==> src/rtl/bert_pkg.sv <==
// rtl/bert_pkg.sv - shared BERT defaults, FSM state encoding and PRBS8 generator step
package bert_pkg;

    localparam int LOCK_CNT_DEF = 16;
    localparam int WIN_DEF      = 64;
    localparam int LOSS_THR_DEF = 8;
    localparam int ERR_W_DEF    = 32;
    localparam int BIT_W_DEF    = 48;

    typedef enum logic {
        HUNT   = 1'b0,
        LOCKED = 1'b1
    } state_t;

    // One step of the transmit generator; its output bit is q[7] before the step.
    function automatic logic [7:0] prbs8_next(input logic [7:0] q);
        return {q[6:0], q[7] ^ q[6]};
    endfunction

endpackage

==> src/rtl/bert_loss_window.sv <==
// rtl/bert_loss_window.sv - sliding loss-of-lock window: counts errors per WIN valid bits
module bert_loss_window
    import bert_pkg::*;
#(
    parameter int WIN      = WIN_DEF,
    parameter int LOSS_THR = LOSS_THR_DEF
) (
    input  logic clk320,
    input  logic rstb,
    input  logic en,
    input  logic err,
    input  logic clear,
    output logic loss
);

    localparam int CW = (WIN > 1) ? $clog2(WIN) : 1;
    localparam int EW = $clog2(LOSS_THR + 1);
    localparam logic [CW-1:0] WIN_LAST = CW'(WIN - 1);
    localparam logic [EW-1:0] THR_LAST = EW'(LOSS_THR - 1);

    logic [CW-1:0] win_cnt;
    logic [EW-1:0] win_err;

    // Loss fires on the same edge that would register the threshold-th error.
    assign loss = en && err && (win_err == THR_LAST);

    always_ff @(posedge clk320 or negedge rstb) begin
        if (!rstb) begin
            win_cnt <= '0;
            win_err <= '0;
        end else if (clear || loss) begin
            win_cnt <= '0;
            win_err <= '0;
        end else if (en) begin
            if (win_cnt == WIN_LAST) begin
                win_cnt <= '0;
                win_err <= '0;
            end else begin
                win_cnt <= win_cnt + 1'b1;
                if (err) win_err <= win_err + 1'b1;
            end
        end
    end

endmodule

==> config.mk <==
export PLATFORM = sky130hd
export DESIGN_NAME = bert_loss_window
export DESIGN_NICKNAME = d
export VERILOG_FILES = /design/src/rtl/bert_pkg.sv /design/src/rtl/bert_loss_window.sv
export SDC_FILE = /design/constraint.sdc
export NUM_CORES = 1
export LEC_CHECK = 0
export ABC_AREA = 0
export CORE_AREA = 2 2 39 41
export DETAILED_ROUTE_END_ITERATION = 10
export DIE_AREA = 0 0 41 43
export GPL_ROUTABILITY_DRIVEN = 0
export GPL_TIMING_DRIVEN = 1
export PLACE_DENSITY = 0.75
export SYNTH_ARGS = -nofsm -noshare
export SYNTH_HDL_FRONTEND = slang
export SYNTH_SLANG_ARGS = --single-unit
==> constraint.sdc <==
create_clock -name clk320 -period 5.19 [get_ports clk320]
set_clock_uncertainty 0.15 [all_clocks]
set_input_delay 0.7785 -clock clk320 [delete_from_list [all_inputs] [get_ports clk320]]
set_output_delay 0.7785 -clock clk320 [all_outputs]
set_load 0.01 [all_outputs]
# Word level (Yosys, flattened, before mapping)
# Cells that the tools add are included.
[op_classes] add_sub_neg=2 n_eq_ne=2 n_mux=7 n_reduce_logical=6
[ops] op="6-bit 2-to-1 mux" count=3
[ops] op="4-bit 2-to-1 mux" count=4
[ops] op="6-bit by 1-bit adder with 6-bit output (second input constant)" count=1
[ops] op="6-bit == test (second input constant)" count=1
[ops] op="4-bit by 1-bit adder with 4-bit output (second input constant)" count=1
[ops] op="4-bit by 3-bit == test with 1-bit output (second input constant)" count=1
[ops] op="3-bit nonzero test" count=1
[ops] op="1-bit logical AND" count=2
[ops] op="2-bit AND reduction" count=1
[ops] op="2-bit nonzero test" count=1
[ops] op="1-bit logical OR" count=1
[word_totals] ff_bits=10 out_inout_bits=1 wordCells=19

# Longest topological paths before layout
[depth] ltp_word=5 depth_mapped=6 mapped_depth_nobuf=5

# Least setup slack after synthesis
# No wires, ideal clock.
[synth_path] kind="input -> output" from="input port en" to="output port loss" arrival_time_ns=1.489 slack_ns=2.773 stages=5 n_path_buf=2 path_cell_list="buf_6 -> nand2_2 -> or3_1 -> buf_2 -> inv_1"
[synth_between] elab_chain_cells=2
[synth_rtl] element="from (decl)" line="bert_loss_window.sv:10" source="input logic en,"
[synth_rtl] element="1-bit logical AND (2 in series)" line="bert_loss_window.sv:25" source="assign loss = en && err && (win_err == THR_LAST);"
[synth_rtl] element="to (decl)" line="bert_loss_window.sv:13" source="output logic loss"
# No other way between the ends.

# Final worst setup path
# Same ends and word-level chain as after synthesis.

==> flow_summary.ini <==
[run_status]
run_status = finished, final reports clean

[sta]
layout_worst_path_cycle_share_pct = 67.6
post-route-worst-setup-slack_ns = 1.68
hold_violations = 0
setup-tns-final_ns = 0
maximum_clock_frequency_mhz = 285
timing_max_transition_violations_final = 0
rsz0062_at_grt = no
final-setup-viol-count = 0
worst_pin_slew_ns = 0.472
timing.max_slew.rel_slack_pct = 68.5
final.min_clock_period_ns = 3.51

[clock_tree]
cts.sinks = 10
cts_inserted_buffers = 3
clockRootBuffer = sky130_fd_sc_hd__clkbuf_4
cts.path.max_buffers = 2
post_cts_hold_buffers = 0
cts.repair.resized = 0
clkTransAtPathRegs_ns = 0.06
cts_max_level = 1
clock_tree_from_tritoncts = built
insertion_delay_ns = 0.27
cts_post_setup_buffers_inserted = 0

[yosys]
synth-warning-count = 0
synth_enable_flop_cells = 0
netlist.area_leader.share_pct = 43.3
synthArstFlopShare_pct = 100
sequential_cell_area_fraction_in_the_yosys_report_pct = 43.3
avgSynthCellArea_um2 = 9.18
synth_flop_cell = sky130_fd_sc_hd__dfrtp_1
synthDominantAreaCellType = sky130_fd_sc_hd__dfrtp_1
syn_nets = 70
yosys-top-cells-area = sky130_fd_sc_hd__dfrtp_1 43%, sky130_fd_sc_hd__nand2_1 6.5%, sky130_fd_sc_hd__ha_1 4.3%, sky130_fd_sc_hd__nand3_1 3.5%, sky130_fd_sc_hd__nand4b_1 3.0%
synth_seq_cells = 10
post_synth_inst_count = 63
synthesis.area_um2 = 578
post_synth_cell_types = 29

[final_layout]
filler_instances = 140
nNetsFinal = 78
layout_common_cells = 10 x sky130_fd_sc_hd__nand2_1, 10 x sky130_fd_sc_hd__dfrtp_1, 5 x sky130_fd_sc_hd__clkdlybuf4s50_1
n_antenna_cell = 0
post_layout_instance_area_um2 = 654
multi_input_area_um2 = 304
post_route_cells_drive_above_1_share_pct = 8.70
sequential_cell_area_um2 = 250
areaGrowthSynthToFinish_pct = 13.2

[critical_path]
cp_top_family = buffers and inverters
startpoint_type = primary input
reg2reg_to = win_err[1]
crit_path_top_delay_cell = sky130_fd_sc_hd__clkdlybuf4s50_1
critical_path_required_ns = 4.26
max_stage_delay_ns = 0.64
r2r_slack_ns = 3.45
timing.critical_path.arrival_ns = 2.58
most_common_cell_on_crit_path = sky130_fd_sc_hd__clkdlybuf4s50_1
worst_r2r_startpoint = win_cnt[0]
worst-setup-path-type = primary input to output port
worst-path-max-fanout = 9
series_of_cell_instances_along_the_critical_path = clkdlybuf4s50_1 -> nand2_2 -> or3_1 -> inv_1 -> clkdlybuf4s50_1
path_buf_inv = 3
reg2reg_depth = 5
worstSetupEndpointType = output port

[detailed_routing]
dr.pass1.iters = 4
total_detailed_routing_wirelength_mm = 1.07
detail_route.iter0.violations = 9
detail_route.vias_per_cell = 5.72
antenna_violating_nets_post_route = 0
routed-via-count = 486
wl_per_cell_um = 12.6
drc = 0

[min_path]
hold_depth = 1
hold_path_startpoint = win_cnt[0]
hold_class = flip-flop to flip-flop
whs_endpoint = win_cnt[0]

[placed_design]
number_of_i_o_port_buffers = 5
pre_cts_slack_ns = 1.67
placed_cell_area_um2 = 632
dp_hpwl_um = 794

[global_routing]
grt_antenna_before_repair = 0
grt_overflow = 0
grt_pass1_wl_mm = 1.83
grt_util_all_layers_pct = 15.8
grt_max_degree = 11
first_global_vias = 434

[pwr]
pwr_density_cell_nw_per_um2 = 233
max-vdd-ir-drop_v = 0.000144
total_leakage_power_nw = 0.293

[floorplanning]
design.die.area_um2 = 1760
core_area_um2 = 1380
floorplan.rows = 14
die_w_um = 41
starting_density_of_the_core_pct = 41.8
dieHeight_um = 43
io-pin-count = 6

[run]
max-cap-violations = 0
how the worst max path moves through the flow:
stage / cells after the start / start / end
6_report: 5 / en / loss
5_1_grt: 5 / en / loss
4_1_cts: 5 / en / loss
3_5_place_dp: 5 / en / loss
3_3_place_gp: 5 / en / loss
2_1_floorplan: 5 / en / loss
cells by family after synthesis:
logic type	count (synthesis)	share of synthesized area, %
flip-flops	10	43.3
AND/OR/NAND/NOR	35	33.3
buffers and inverters	4	4.11
XOR/XNOR	2	3.03
adder cells (fa/ha/maj)	2	4.33
AO/OA/AOI/OAI	9	10.2
multiplexers	1	1.73
report_power, final:
part | internal [W] | switching (W)
clock network | 0.0000268 | 0.0000266
logic | 0.00000681 | 0.00000857
registers | 0.0000809 | 0.00000262
total | 0.000115 | 0.0000378
cell type report:
type                            count  share of cell area [%]
Multi-Input combinational cell     49                    46.5
Sequential cell                    10                    38.2
Timing Repair Buffer                5                    7.65
Clock buffer                        3                    3.44
Tap cell                           16                    3.06
Inverter                            2                    1.15
flip-flops by register name, summed over array words and instances (netlist names):
name     count
win_err      4
win_cnt      6
stage by stage:
step	total power, W	instances	hold slack, ns	utilization, %
2_1_floorplan	0.0000936	63	0.325	-
3_3_place_gp	0.000100	82	0.346	45.7
3_5_place_dp	0.000101	82	0.363	45.7
4_1_cts	0.000155	85	0.374	47.3
5_1_grt	0.000161	85	0.406	47.3
6_report	0.000152	85	0.369	47.3
synth_stat cells, types with 2 or more instances:
| cell type | count |
|---|---|
| sky130_fd_sc_hd__nand3_1 | 4 |
| sky130_fd_sc_hd__ha_1 | 2 |
| sky130_fd_sc_hd__and3_1 | 2 |
| sky130_fd_sc_hd__or3_1 | 2 |
| sky130_fd_sc_hd__nand4b_1 | 2 |
| sky130_fd_sc_hd__nand2_1 | 10 |
| sky130_fd_sc_hd__o31ai_1 | 2 |
| sky130_fd_sc_hd__a31oi_1 | 2 |
| sky130_fd_sc_hd__o21ai_0 | 2 |
| sky130_fd_sc_hd__xor2_1 | 2 |
| sky130_fd_sc_hd__dfrtp_1 | 10 |
| sky130_fd_sc_hd__nand4_1 | 2 |
| sky130_fd_sc_hd__inv_1 | 2 |
| sky130_fd_sc_hd__nor2_1 | 4 |
layer usage:
metal | global-route usage (%) | up-vias | wire length, um
li1 | - | 240 | -
met1 | 21.7 | 227 | 536
met2 | 21.9 | 14 | 443
met3 | 1.57 | 5 | 50
met4 | 12.0 | 0 | 38
met5 | 0 | - | 0
Note: power is estimated with default switching activity, not from simulation.
